--- config.mk ---
export PLATFORM = sky130hd
export DESIGN_NAME = register_file_2r1w
export DESIGN_NICKNAME = d
export VERILOG_FILES = /design/src/rtl/register_file_pkg.sv /design/src/rtl/register_file_next_value.sv /design/src/rtl/register_file_2r1w.sv
export SDC_FILE = /design/constraint.sdc
export NUM_CORES = 1
export LEC_CHECK = 0
export BUFFER_PORTS_ARGS = -buffer_cell sky130_fd_sc_hd__buf_2
export CAP_MARGIN = 40
export CORE_AREA = 10 10 120 100
export DETAILED_ROUTE_END_ITERATION = 8
export DIE_AREA = 0 0 130 110
export PLACE_DENSITY = 0.56
export SLEW_MARGIN = 20
export SYNTH_ARGS = -nofsm -noshare
export SYNTH_HDL_FRONTEND = slang
export SYNTH_SLANG_ARGS = --single-unit
--- constraint.sdc ---
create_clock -name clk -period 2.58 [get_ports clk]
set_input_delay 0.387 -clock clk [delete_from_list [all_inputs] [get_ports clk]]
set_output_delay 0.387 -clock clk [all_outputs]
set_load 0.01 [all_outputs]
--- src/rtl/register_file_pkg.sv ---
// Shared types and helpers for the 2-read/1-write register file with an increment/decrement port.
package register_file_pkg;

    typedef enum logic {
        INCDEC_INC = 1'b0,
        INCDEC_DEC = 1'b1
    } incdec_dir_e;

    function automatic int unsigned num_regs(input int unsigned addr_width);
        return 32'(1) << addr_width;
    endfunction

endpackage

--- src/rtl/register_file_next_value.sv ---
// Next-value logic for one register: write beats incdec, incdec wraps modulo 2**DATA_WIDTH.
module register_file_next_value
    import register_file_pkg::*;
#(
    parameter int unsigned DATA_WIDTH = 8
) (
    input  logic [DATA_WIDTH-1:0] i_cur_value,
    input  logic                  i_write_hit,
    input  logic [DATA_WIDTH-1:0] i_write_data,
    input  logic                  i_incdec_hit,
    input  incdec_dir_e           i_incdec_dir,
    output logic [DATA_WIDTH-1:0] o_next_value_c,
    output logic                  o_wrap_c
);

    always_comb begin
        o_next_value_c = i_cur_value;
        o_wrap_c       = 1'b0;
        if (i_write_hit) begin
            o_next_value_c = i_write_data;
        end else if (i_incdec_hit) begin
            if (i_incdec_dir == INCDEC_INC) begin
                o_next_value_c = i_cur_value + DATA_WIDTH'(1);
                o_wrap_c       = (i_cur_value == {DATA_WIDTH{1'b1}});
            end else begin
                o_next_value_c = i_cur_value - DATA_WIDTH'(1);
                o_wrap_c       = (i_cur_value == {DATA_WIDTH{1'b0}});
            end
        end
    end

endmodule

--- src/rtl/register_file_2r1w.sv ---
// CPU register file: two registered read ports with write-first bypass, one write port, one incdec port.
module register_file_2r1w
    import register_file_pkg::*;
#(
    parameter int unsigned DATA_WIDTH = 8,
    parameter int unsigned ADDR_WIDTH = 2,
    parameter bit          ZERO_REG   = 1'b0
) (
    input  logic                  clk,
    input  logic                  reset,
    input  logic                  write_enable,
    input  logic [ADDR_WIDTH-1:0] write_address,
    input  logic [DATA_WIDTH-1:0] write_data,
    input  logic                  incdec_enable,
    input  logic [ADDR_WIDTH-1:0] incdec_address,
    input  logic                  incdec_dir,
    input  logic [ADDR_WIDTH-1:0] read_address_a,
    output logic [DATA_WIDTH-1:0] read_data_a,
    input  logic [ADDR_WIDTH-1:0] read_address_b,
    output logic [DATA_WIDTH-1:0] read_data_b,
    output logic                  incdec_wrap
);

    localparam int unsigned NUM_REGS = num_regs(ADDR_WIDTH);

    logic [DATA_WIDTH-1:0] r_regs [NUM_REGS];
    logic [DATA_WIDTH-1:0] w_next [NUM_REGS];
    logic [NUM_REGS-1:0]   w_wrap;
    logic [DATA_WIDTH-1:0] r_read_data_a;
    logic [DATA_WIDTH-1:0] r_read_data_b;
    logic                  r_incdec_wrap;

    // Per-register next value; a hardwired zero register never changes and never wraps.
    for (genvar i = 0; i < NUM_REGS; i++) begin : g_reg
        if (ZERO_REG && (i == 0)) begin : g_zero
            assign w_next[i] = '0;
            assign w_wrap[i] = 1'b0;
        end else begin : g_live
            logic w_write_hit;
            logic w_incdec_hit;

            assign w_write_hit  = write_enable  && (write_address  == ADDR_WIDTH'(i));
            assign w_incdec_hit = incdec_enable && (incdec_address == ADDR_WIDTH'(i));

            register_file_next_value #(
                .DATA_WIDTH (DATA_WIDTH)
            ) u_next_value (
                .i_cur_value    (r_regs[i]),
                .i_write_hit    (w_write_hit),
                .i_write_data   (write_data),
                .i_incdec_hit   (w_incdec_hit),
                .i_incdec_dir   (incdec_dir_e'(incdec_dir)),
                .o_next_value_c (w_next[i]),
                .o_wrap_c       (w_wrap[i])
            );
        end
    end

    // Reads select from the next-value vector, which gives the write-first bypass for free.
    always_ff @(posedge clk) begin
        if (reset) begin
            for (int j = 0; j < NUM_REGS; j++) begin
                r_regs[j] <= '0;
            end
            r_read_data_a <= '0;
            r_read_data_b <= '0;
            r_incdec_wrap <= 1'b0;
        end else begin
            for (int j = 0; j < NUM_REGS; j++) begin
                r_regs[j] <= w_next[j];
            end
            r_read_data_a <= w_next[read_address_a];
            r_read_data_b <= w_next[read_address_b];
            r_incdec_wrap <= |w_wrap;
        end
    end

    assign read_data_a = r_read_data_a;
    assign read_data_b = r_read_data_b;
    assign incdec_wrap = r_incdec_wrap;

endmodule

==> summary.md, run 1 <==
| Metric | Value |
|---|---|
| Die height | `110 um` |
| Root Buffer | `clkbuf_16` |
| Syn_nets | `520` |
| Routability Congestion | `0.8969` |
| Mean number of vias per cell | `5.866` |
| Total of max-cap violations | `0` |
| Final instance area | `0.004517 mm2` |
| #FFs+latches synth | `49` |
| Standard cell core area | `0.009529 mm2` |
| Post-route DRC violation count | `0` |
| CTS sink count | `49` |
| CTS buffer count | `5` |
| Least-Margin Pin Slew | `708.6 ps` |
| F_max | `404.7 MHz` |
| YS warnings | `0` |
| DR WL/cell | `18.74 um` |
| P per Cell Area | `502.9 mW/mm2` |
| CP Capture Type | `flop` |
| Seq/Total Area, Yosys | `26.26%` |
| Critical path arrival | `2680 ps` |
| Post-Route WL | `12330 um` |
| Maximum vdd drop | `0.2501 mV` |
| Post-Layout Cell Count | `658` |
| CTS Buffer Depth | `2` |
| Routed Antenna Nets | `0` |
| Row cnt | `32` |
| Initial antenna violation count | `0` |
| Post-layout worst setup margin | `109.1 ps` |
| Global-route wire length before repair | `19920 um` |
| Post-Syn Area per Cell | `7.932 um2` |
| Clock Latency Late Sink | `290 ps` |
| Final clock period utilization by the worst path | `95.77%` |
| Crit Path Category | `in -> reg` |
| Dpl cells | `650` |
| CTS tree | `built` |
| Minimum clock period | `2471 ps` |
| I/O pin total | `38` |
| Vias in the first global route | `3698` |
| All-layer global routing usage | `17.63%` |
| Critical path required time | `2790 ps` |
| Post-Place Setup Slack | `-252.8 ps` |
| Dpl hpwl | `9823 um` |
| Clock skew | `5.452 ps` |
| Total power | `2.271 mW` |
| Final count of hold timing violations | `0` |
| # diodes | `0` |
| Fin nets | `587` |
| Outcome | `completed` |
| Area Overhead vs Synth | `20.90%` |
| DRT iter0 DRCs | `430` |
| Reg clk slew, reported paths | `70 ps` |
| Full die area | `0.01430 mm2` |
| Fin util | `47.40%` |
| TNS Setup | `0 ps` |
| CP max FO | `14` |
| Final Max Slew Viols | `0` |
| Worst Hold Slack | `471.0 ps` |
| # fillers | `934` |
| Nature of the critical path startpoint | `primary input` |
| Largest net degree at the start of global routing | `38` |
| Hold buffer count at cts | `0` |
| # setup viols final | `0` |
| Worst hold path class | `in -> reg` |
| Pre-Repair DR Iteration Count | `5` |
| Max-Slew Margin vs Limit | `52.76%` |
| FFs w/ async S/R, synth | `0%` |
| Vias | `3860` |
| Register area | `980.9 um2` |
| Htree depth | `2` |
| Syn Inst Count | `471` |
| Leakage | `1.924 nW` |
| Total grt overflow | `0` |
| Predominant post-synthesis flop cell | `dfxtp_1` |
| Share of post-route cells with drive strength above 1 | `20.22%` |
| Post-synth EDFFs | `0` |
| Die Wd | `130 um` |
| Port Buffer Count | `37` |
| Multi-input gate area | `0.002679 mm2` |
| Placed cell area | `0.004310 mm2` |
| Post-Syn Area | `0.003736 mm2` |
| Post-synthesis cell type count | `59` |
| Initial Utilization | `39.21%` |
## logic make-up (layout without fill, tap and decap cells)
kind of cell / Yosys count / in the layout / synth area share [%]
fa+ha+maj: 28 / 28 / 10.18
xor+xnor: 17 / 17 / 3.985
buf+inv: 37 / 105 / 3.918
mux: 12 / 12 / 5.894
flops: 49 / 49 / 26.26
simple gates: 196 / 196 / 25.95
compound gates: 132 / 132 / 23.81
## worst max-delay path, cell delays in order
cell and delay, ps:
buf_2 130, buf_4 200, buf_4 180, ha_2 370
a41oi_1 120, and3_1 240, or4_4 420, a21o_1 170
a31o_1 250, o221ai_1 200
## state kept, by name, summed over array words and instances (netlist names)
signal	flops
read_data_a	8
incdec_wrap	1
read_data_b	8
r_regs	32
## per-layer routing
metal	vias to the layer above	share of wire [%]	track usage, %
met2	153	41	26.28
met3	16	9.0	3.914
met5	-	0	0
li1	1887	-	-
met4	0	1.6	3.926
met1	1804	48	25.38
## power by group
group | internal (mW) | switching, mW | total [mW]
combinational | 0.345 | 0.411 | 0.757
sequential | 0.816 | 0.0506 | 0.866
clock | 0.362 | 0.287 | 0.648
total | 1.52 | 0.748 | 2.27
## synth_stat cells (5+ instances only)
| library cell | number | area share, % |
|---|---|---|
| a21o_1 | 9 | 1.8 |
| nand4_1 | 6 | 1.0 |
| dfxtp_1 | 49 | 26 |
| xnor2_1 | 12 | 2.8 |
| o221ai_1 | 5 | 1.2 |
| nor2_1 | 69 | 6.9 |
| nor3b_1 | 5 | 1.0 |
| a211oi_1 | 10 | 2.0 |
| o211ai_1 | 10 | 2.0 |
| a21oi_1 | 35 | 4.7 |
| o21a_1 | 6 | 1.2 |
| nand2_1 | 42 | 4.2 |
| nand3_1 | 11 | 1.5 |
| inv_1 | 15 | 1.5 |
| a22o_1 | 5 | 1.2 |
| nor2b_1 | 17 | 2.8 |
| xor2_1 | 5 | 1.2 |
| and3_1 | 5 | 0.84 |
| mux4_2 | 8 | 4.8 |
| clkbuf_1 | 19 | 1.9 |
| nor3_1 | 10 | 1.3 |
| ha_1 | 24 | 8.0 |
| o21ai_0 | 20 | 2.7 |
## what timing repair did
action | in CTS | in global routing
gates resized for setup | 0 | 14
setup buffers | 0 | 0
setup endpoints to repair | 0 | 10
## layout by cell type, fill, tap and decap left out, types with 6 or more instances in the layout
cell and count:
nor2b_1 16, nand2_1 42, xnor2_1 12, nor2_1 69
mux4_2 8, o21ai_0 19, nand3_1 11, a21o_1 9
inv_1 15, a211oi_1 8, o21a_1 6, buf_2 37
a21oi_1 35, ha_1 21, dfxtp_1 49, nand4_1 6
o211ai_1 10, buf_4 43, nor3_1 10
## area by class of cell
cell class                 count  share of cell area (%)
multi-input combinational    385                   59.31
tap                          119                   3.296
clock buffer                   8                   3.019
sequential                    49                   21.72
timing repair buffer          80                   11.25
inverter                      17                   1.413
## path summary, 6_finish.rpt
path                            cells past startpoint  slack [ps]              to           from
worst min register to register                      2         670    r_regs[2][7]   r_regs[2][7]
worst max-delay path                               10         110  read_data_b[7]     incdec_dir
worst min-delay path                                3         470    r_regs[1][1]  write_data[1]
worst max register to register                      7         110  read_data_b[2]   r_regs[2][1]
No activity file was read; power rests on OpenSTA's default activity.
==> inputs of run 2 (changes only) <==
--- a/config.mk
+++ b/config.mk
@@ -7,10 +7,11 @@
 export LEC_CHECK = 0
 export BUFFER_PORTS_ARGS = -buffer_cell sky130_fd_sc_hd__buf_2
 export CAP_MARGIN = 40
-export CORE_AREA = 10 10 120 100
+export CORE_AREA = 10 10 113 95
+export CTS_CLUSTER_DIAMETER = 150
 export DETAILED_ROUTE_END_ITERATION = 8
-export DIE_AREA = 0 0 130 110
-export PLACE_DENSITY = 0.56
+export DIE_AREA = 0 0 123 105
+export PLACE_DENSITY = 0.62
 export SLEW_MARGIN = 20
 export SYNTH_ARGS = -nofsm -noshare
 export SYNTH_HDL_FRONTEND = slang
==> run 2 against run 1 <==
Compared with the run above: clock skew up 2.8 ps; cell count down 0.46%; critical endpoint unchanged; total power down 2.0%; utilization up 6.3 points; combinational power up 1%; critical path type unchanged; global-route usage up 1.2 points; routed wire length down 0.58%; sequential share of layout area up 0.14 points; worst hold slack worse by 31 ps.
==> summary.md, run 2 (synthesis gave the netlist of run 1 again) <==
| Metric | Value |
|---|---|
| Full die area | `0.01292 mm2 (-9.7%)` |
| Max-Slew Margin vs Limit | `47.30% (-5.5 points)` |
| Final clock period utilization by the worst path | `95.40% (-0.37 points)` |
| Clk network pwr share | `26.7% (-1.8 points)` |
| Dpl hpwl | `9562 um (-2.7%)` |
| Largest net degree at the start of global routing | `44 (+16%)` |
| Post-CTS Setup Bufs | `0 (unchanged)` |
| TNS Setup | `0 ps (unchanged)` |
| Crit Path Category | `in -> reg` |
| Post-route DRC violation count | `0 (unchanged)` |
| CP max FO | `10 (-4)` |
| Most frequent cells in the layout | `69 x nor2_1, 48 x dfxtp_1, 46 x buf_4` |
| Switching power | `0.7453 mW (-0.43%)` |
| Routed Antenna Nets | `0 (unchanged)` |
| I/O pin total | `38 (unchanged)` |
| Initial Utilization | `44.63% (+5.4 points)` |
| Pre-Repair DR Iteration Count | `5 (unchanged)` |
| Vias | `3881 (+0.54%)` |
| DRT iter0 DRCs | `247 (-43%)` |
| Critical path's slowest cell | `a211oi_1` |
| Total of max-cap violations | `0 (unchanged)` |
| Cells along the critical path | `buf_2 > buf_4 > ha_1 > a211oi_1 > o31a_1 > o211ai_1 > and4_1 > o31a_1 > o211ai_1 > o221ai_1` |
| Clock skew | `8.264 ps (+2.812 ps)` |
| Port Buffer Count | `37 (unchanged)` |
| Delay of the slowest critical-path stage | `360 ps (-60 ps)` |
| Fin nets | `591 (+0.68%)` |
| # diodes | `0 (unchanged)` |
| Sequential Power Share | `38.9% (+0.8 points)` |
| Largest reg by FF count | `r_regs` |
| All-layer global routing usage | `18.87% (+1.2 points)` |
| Worst Hold Slack | `440.5 ps (-30.52 ps)` |
| Initial antenna violation count | `0 (unchanged)` |
| P per Cell Area | `495.5 mW/mm2 (-1.5%)` |
| Commonest non-fill, non-tap cell in the layout | `nor2_1` |
| Post-Route WL | `12260 um (-0.58%)` |
| Routability Congestion | `0.9527 (+6.2%)` |
| Fin util | `53.68% (+6.3 points)` |
| Logic pwr share | `34.4% (+1.1 points)` |
| Root Buffer | `clkbuf_8` |
| Minimum clock period | `2461 ps (-9.608 ps)` |
| Die height | `105 um (-4.5%)` |
| CTS buffer count | `5 (unchanged)` |
| P_int | `1.481 mW (-2.7%)` |
| Global-route wire length before repair | `19670 um (-1.3%)` |
| Flip-flop count of the largest register after layout | `32 (unchanged)` |
| Share of post-route cells with drive strength above 1 | `20.26% (+0.035 points)` |
| Vias in the first global route | `3715 (+0.46%)` |
| Final Max Slew Viols | `0 (unchanged)` |
| Reg clk slew, reported paths | `90 ps (+20 ps)` |
| DR WL/cell | `18.72 um (-0.13%)` |
| CTS tree | `built` |
| CTS Buffer Depth | `2 (unchanged)` |
| Row cnt | `30 (-6.3%)` |
| Clock Latency Late Sink | `310 ps (+20 ps)` |
| Area Overhead vs Synth | `20.26%` |
| F_max | `406.3 MHz (+0.39%)` |
| Standard cell core area | `0.008371 mm2 (-12%)` |
| Switching share of power | `33.47% (+0.52 points)` |
| CP Capture Type | `flop` |
| Critical path required time | `2770 ps (-20 ps)` |
| Leakage | `1.943 nW (+0.96%)` |
| RSZ-0062 raised after global routing | `false` |
| CTS sink count | `49 (unchanged)` |
| Maximum vdd drop | `0.2751 mV (+10%)` |
| # setup viols final | `0 (unchanged)` |
| Worst hold path class | `in -> reg` |
| Mean number of vias per cell | `5.925 (+1.0%)` |
| Final count of hold timing violations | `0 (unchanged)` |
| Least-Margin Pin Slew | `790.5 ps (+81.87 ps)` |
| Outcome | `completed` |
| Nature of the critical path startpoint | `primary input` |
| Critical path arrival | `2650 ps (-30 ps)` |
| Total grt overflow | `0 (unchanged)` |
| Die Wd | `123 um (-5.4%)` |
| Htree depth | `2 (unchanged)` |
==> run 2: cell types whose count changed in the layout (fill, tap and decap cells not counted), moves of 3 or more <==
cell       change
ha_1           +3
clkbuf_16      -5
buf_4          +3
clkbuf_8       +6
==> run 2: cell type report <==
type	instances	area, um2
inverter	17	63.81
tap	112	140.1
multi-input combinational	385	2649
fill	801	3877
timing repair buffer	84	541.8
clock inverter	1	30.03
clock buffer	7	86.33
sequential	49	982.2
==> run 2: worst max-delay path, delay by kind of cell <==
kind	cells	cell delay, ps
buffers and inverters	2	330
AO/OA/AOI/OAI	6	1390
adder cells (fa/ha/maj)	1	310
AND/OR/NAND/NOR	1	230
==> run 2: worst paths after layout <==
| kind | start | to | slack [ps] | depth (start not counted) |
|---|---|---|---|---|
| setup / recovery | incdec_dir | read_data_b[7] | 120 | 10 |
| setup reg to reg | r_regs[2][0] | read_data_b[4] | 130 | 9 |
| hold reg to reg | r_regs[2][7] | r_regs[2][7] | 670 | 2 |
| hold / removal | write_data[7] | r_regs[2][7] | 440 | 3 |
==> run 2: stage by stage <==
step / setup slack [ps] / std cells / power [mW] / cell area (um2)
6_report: 118.7 / 655 / 2.226 / 4493
5_1_grt: 12.09 / 655 / 2.351 / 4493
4_1_cts: 22.42 / 655 / 2.212 / 4448
3_5_place_dp: -193.1 / 647 / 1.616 / 4332
3_3_place_gp: -139.9 / 647 / 1.609 / 4332
2_1_floorplan: 204.6 / 471 / 1.334 / 3736
==> run 2: power groups by stage <==
stage / logic (mW) / clock network, mW / registers [mW]
6_report: 0.766 / 0.595 / 0.865
5_1_grt: 0.844 / 0.634 / 0.873
4_1_cts: 0.743 / 0.607 / 0.863
3_5_place_dp: 0.738 / 0 / 0.879
3_3_place_gp: 0.729 / 0 / 0.880
2_1_floorplan: 0.457 / 0 / 0.877
==> run 2: timing repair <==
action | CTS | global route
hold buffers | 0 | 0
endpoints found under the setup margin | 0 | 8
gates resized for setup | 0 | 10
==> run 2: layer usage <==
| layer | part of all wire, % | global-route usage [%] |
|---|---|---|
| met1 | 46 | 26.90 |
| met2 | 44 | 28.25 |
| met3 | 8.9 | 4.303 |
| met4 | 1.3 | 3.654 |
| met5 | 0 | 0 |
==> inputs of run 3 (changes only) <==
--- a/config.mk
+++ b/config.mk
@@ -5,12 +5,13 @@
 export SDC_FILE = /design/constraint.sdc
 export NUM_CORES = 1
 export LEC_CHECK = 0
+export ABC_AREA = 1
 export BUFFER_PORTS_ARGS = -buffer_cell sky130_fd_sc_hd__buf_2
 export CAP_MARGIN = 40
-export CORE_AREA = 10 10 113 95
+export CORE_AREA = 10 10 116 97
 export CTS_CLUSTER_DIAMETER = 150
 export DETAILED_ROUTE_END_ITERATION = 8
-export DIE_AREA = 0 0 123 105
+export DIE_AREA = 0 0 126 107
 export PLACE_DENSITY = 0.62
 export SLEW_MARGIN = 20
 export SYNTH_ARGS = -nofsm -noshare
==> run 3 against run 2 <==
Compared with the run above: worst setup slack better by 300 ps; register-to-register slack better by 290 ps; total power hardly changed; critical path depth stayed put; combinational power is 10% lower; design area is 2.1% lower; sequential power is 0.5% lower; die area is 4.4% higher.
==> summary.md, run 3 <==
| Metric | Value |
|---|---|
| Least-Margin Pin Slew | `624.7 ps (-165.7 ps)` |
| Post-Place Setup Slack | `256.2 ps (+449.4 ps)` |
| Pre-Repair DR Iteration Count | `5 (unchanged)` |
| Total of max-cap violations | `0 (unchanged)` |
| Critical path arrival | `2340 ps (-310 ps)` |
| Dpl hpwl | `9520 um (-0.44%)` |
| CTS tree | `built` |
| Post-synthesis cell type count | `39 (-34%)` |
| All-layer global routing usage | `18.01% (-0.85 points)` |
| Routed Antenna Nets | `0 (unchanged)` |
| Fin nets | `705 (+19%)` |
| Post-Layout Cell Count | `771 (+18%)` |
| Max-Slew Margin vs Limit | `58.22% (+11 points)` |
| Final count of hold timing violations | `0 (unchanged)` |
| Vias in the first global route | `3913 (+5.3%)` |
| Final instance area | `0.004398 mm2 (-2.1%)` |
| Reg clk slew, reported paths | `70 ps (-20 ps)` |
| Initial antenna violation count | `0 (unchanged)` |
| RSZ-0062 raised after global routing | `false` |
| CP Capture Type | `flop` |
| Full die area | `0.01348 mm2 (+4.4%)` |
| Predominant post-synthesis flop cell | `dfxtp_1` |
| Post-CTS Setup Bufs | `0 (unchanged)` |
| Flip-flop count of the largest register after layout | `32 (unchanged)` |
| Area Overhead vs Synth | `11.59%` |
| Area leader, netlist | `dfxtp_1` |
| Worst hold path class | `in -> reg` |
| Vias | `4297 (+11%)` |
| Post-route DRC violation count | `0 (unchanged)` |
| Share of the synthesized area in the top cell type | `24.89% (-1.4 points)` |
| Post-synth EDFFs | `0 (unchanged)` |
| Share of post-route cells with drive strength above 1 | `10.52% (-9.7 points)` |
| Mean number of vias per cell | `5.573 (-5.9%)` |
| FFs w/ async S/R, synth | `0% (unchanged)` |
| Seq/Total Area, Yosys | `24.89% (-1.4 points)` |
| Htree depth | `2 (unchanged)` |
| Commonest non-fill, non-tap cell in the layout | `nand2_1` |
| Nature of the critical path startpoint | `flop` |
| DRT iter0 DRCs | `400 (+62%)` |
| Most frequent cell after synthesis | `nand2_1` |
| Maximum vdd drop | `0.2572 mV (-6.5%)` |
| # fillers | `918 (+15%)` |
| Post-Syn Area per Cell | `6.316 um2 (-20%)` |
| Largest reg by FF count | `r_regs` |
| Leakage | `2.142 nW (+10%)` |
| Worst path depth | `10 (unchanged)` |
| Final clock period utilization by the worst path | `83.63% (-12 points)` |
| Standard cell core area | `0.008921 mm2 (+6.6%)` |
| Routability Congestion | `0.8829 (-7.3%)` |
| Dpl cells | `763 (+18%)` |
| Largest net degree at the start of global routing | `50 (+14%)` |
| Crit-path most repeated cell | `nand2_1` |
| CTS Buffer Depth | `2 (unchanged)` |
| Outcome | `completed` |
| Reg2reg path depth | `10 (+1)` |
| Post-Syn Area | `0.003941 mm2 (+5.5%)` |
| Delay of the slowest critical-path stage | `430 ps (+70 ps)` |
| YS warnings | `0 (unchanged)` |
| DR WL/cell | `16.07 um (-14%)` |
| CP max FO | `5 (-5)` |
| CP top delay family | `compound AO/OA/AOI/OAI gates` |
| Placed cell area | `0.004235 mm2 (-2.2%)` |
| Global-route wire length before repair | `20270 um (+3.1%)` |
| Crit Path Category | `reg -> reg` |
| Post-cts sizing count | `0 (unchanged)` |
| Most frequent cells in the layout | `160 x nand2_1, 103 x nand3_1, 71 x inv_1` |
| Clock Latency Late Sink | `300 ps (about the same)` |
| CTS buffer count | `5 (unchanged)` |
| Critical path required time | `2760 ps (about the same)` |
| I/O pin total | `38 (unchanged)` |
| Minimum clock period | `2158 ps (-303.5 ps)` |
| Port Buffer Count | `37 (unchanged)` |
| Syn_nets | `673 (+29%)` |
| Die Wd | `126 um (+2.4%)` |
| Initial Utilization | `44.18% (-0.45 points)` |
| # setup viols final | `0 (unchanged)` |
| Synth area leaders | `dfxtp_1 25%, nand2_1 15%, nand3_1 13%` |
| Die height | `107 um (+1.9%)` |
| Total power | `2.226 mW (about the same)` |
| # diodes | `0 (unchanged)` |
| Hold buffer count at cts | `0 (unchanged)` |
| Clock skew | `8.424 ps (+0.1600 ps)` |
| Root Buffer | `clkbuf_16` |
| Row cnt | `31 (+3.3%)` |
| Number of buffers and inverters on the critical path | `1 (-1)` |
| Final Max Slew Viols | `0 (unchanged)` |
| Post-layout worst setup margin | `422.2 ps (+303.5 ps)` |
| #FFs+latches synth | `49 (unchanged)` |
| Total grt overflow | `0 (unchanged)` |
| Synth cell count leaders | `160 x nand2_1, 103 x nand3_1, 71 x inv_1` |
| Critical path's slowest cell | `dfxtp_1` |
| Cells along the critical path | `inv_1 > fa_1 > o21ai_0 > nand2_1 > nand2_1 > nand2_1 > o21ai_1 > nand3_1 > nand3_1 > a21oi_1` |
| Syn Inst Count | `624 (+32%)` |
| TNS Setup | `0 ps (unchanged)` |
| Hold Crit Depth | `2 (-1)` |
| Post-Route WL | `12390 um (+1.0%)` |
| CTS sink count | `49 (unchanged)` |
| F_max | `463.4 MHz (+14%)` |
| P per Cell Area | `506.2 mW/mm2 (+2.1%)` |
## run 3: cell types whose count changed in the layout (fill, tap and decap cells not counted), moves of 17 or more
cell,change
nand2_1,+118
nand3_1,+92
inv_1,+56
buf_4,-46
nor2_1,-33
a21oi_1,+26
nor2b_1,-17
## run 3: cell type report
type	instances	area, um2	area share (%)
Inverter	80	304.0	6.913
Sequential cell	49	980.9	22.30
Clock buffer	7	142.6	3.243
Tap cell	115	143.9	3.272
Multi-Input combinational cell	480	2581	58.69
Timing Repair Buffer	40	245.2	5.576
## run 3: through the flow
stage | util (%) | hold WS [ps]
2_1_floorplan | - | 570.1
3_3_place_gp | 47.48 | 649.6
3_5_place_dp | 47.48 | 654.4
4_1_cts | 49.07 | 434.3
5_1_grt | 49.30 | 365.7
6_report | 49.30 | 352.9
## run 3: worst paths after layout
check	from	endpoint	slack (ps)
setup / recovery	r_regs[2][0]	read_data_a[4]	420
hold / removal	reset	r_regs[3][6]	350
setup reg to reg	r_regs[2][0]	read_data_a[4]	420
hold reg to reg	r_regs[1][7]	r_regs[1][7]	670
## run 3: power breakdown
group          total [mW]  switching [mW]  internal, mW
clock network       0.678           0.296         0.382
registers           0.861          0.0461         0.814
logic               0.688           0.436         0.251
total                2.23           0.778          1.45
## run 3: logic make-up after synthesis
family          Yosys count  share of synthesized area, %
flops                    49                         24.89
compound gates          101                         14.13
buf+inv                  95                         9.619
xor+xnor                 13                         2.889
fa+ha+maj                28                         9.651
simple gates            338                         38.83
## run 3: routing by layer
layer | global-route usage [%] | share of wire [%] | vias up
met2 | 26.72 | 42 | 187
met3 | 4.431 | 9.9 | 10
met4 | 2.841 | 0.67 | 0
li1 | - | - | 2144
met1 | 25.97 | 48 | 1956
met5 | 0 | 0 | -
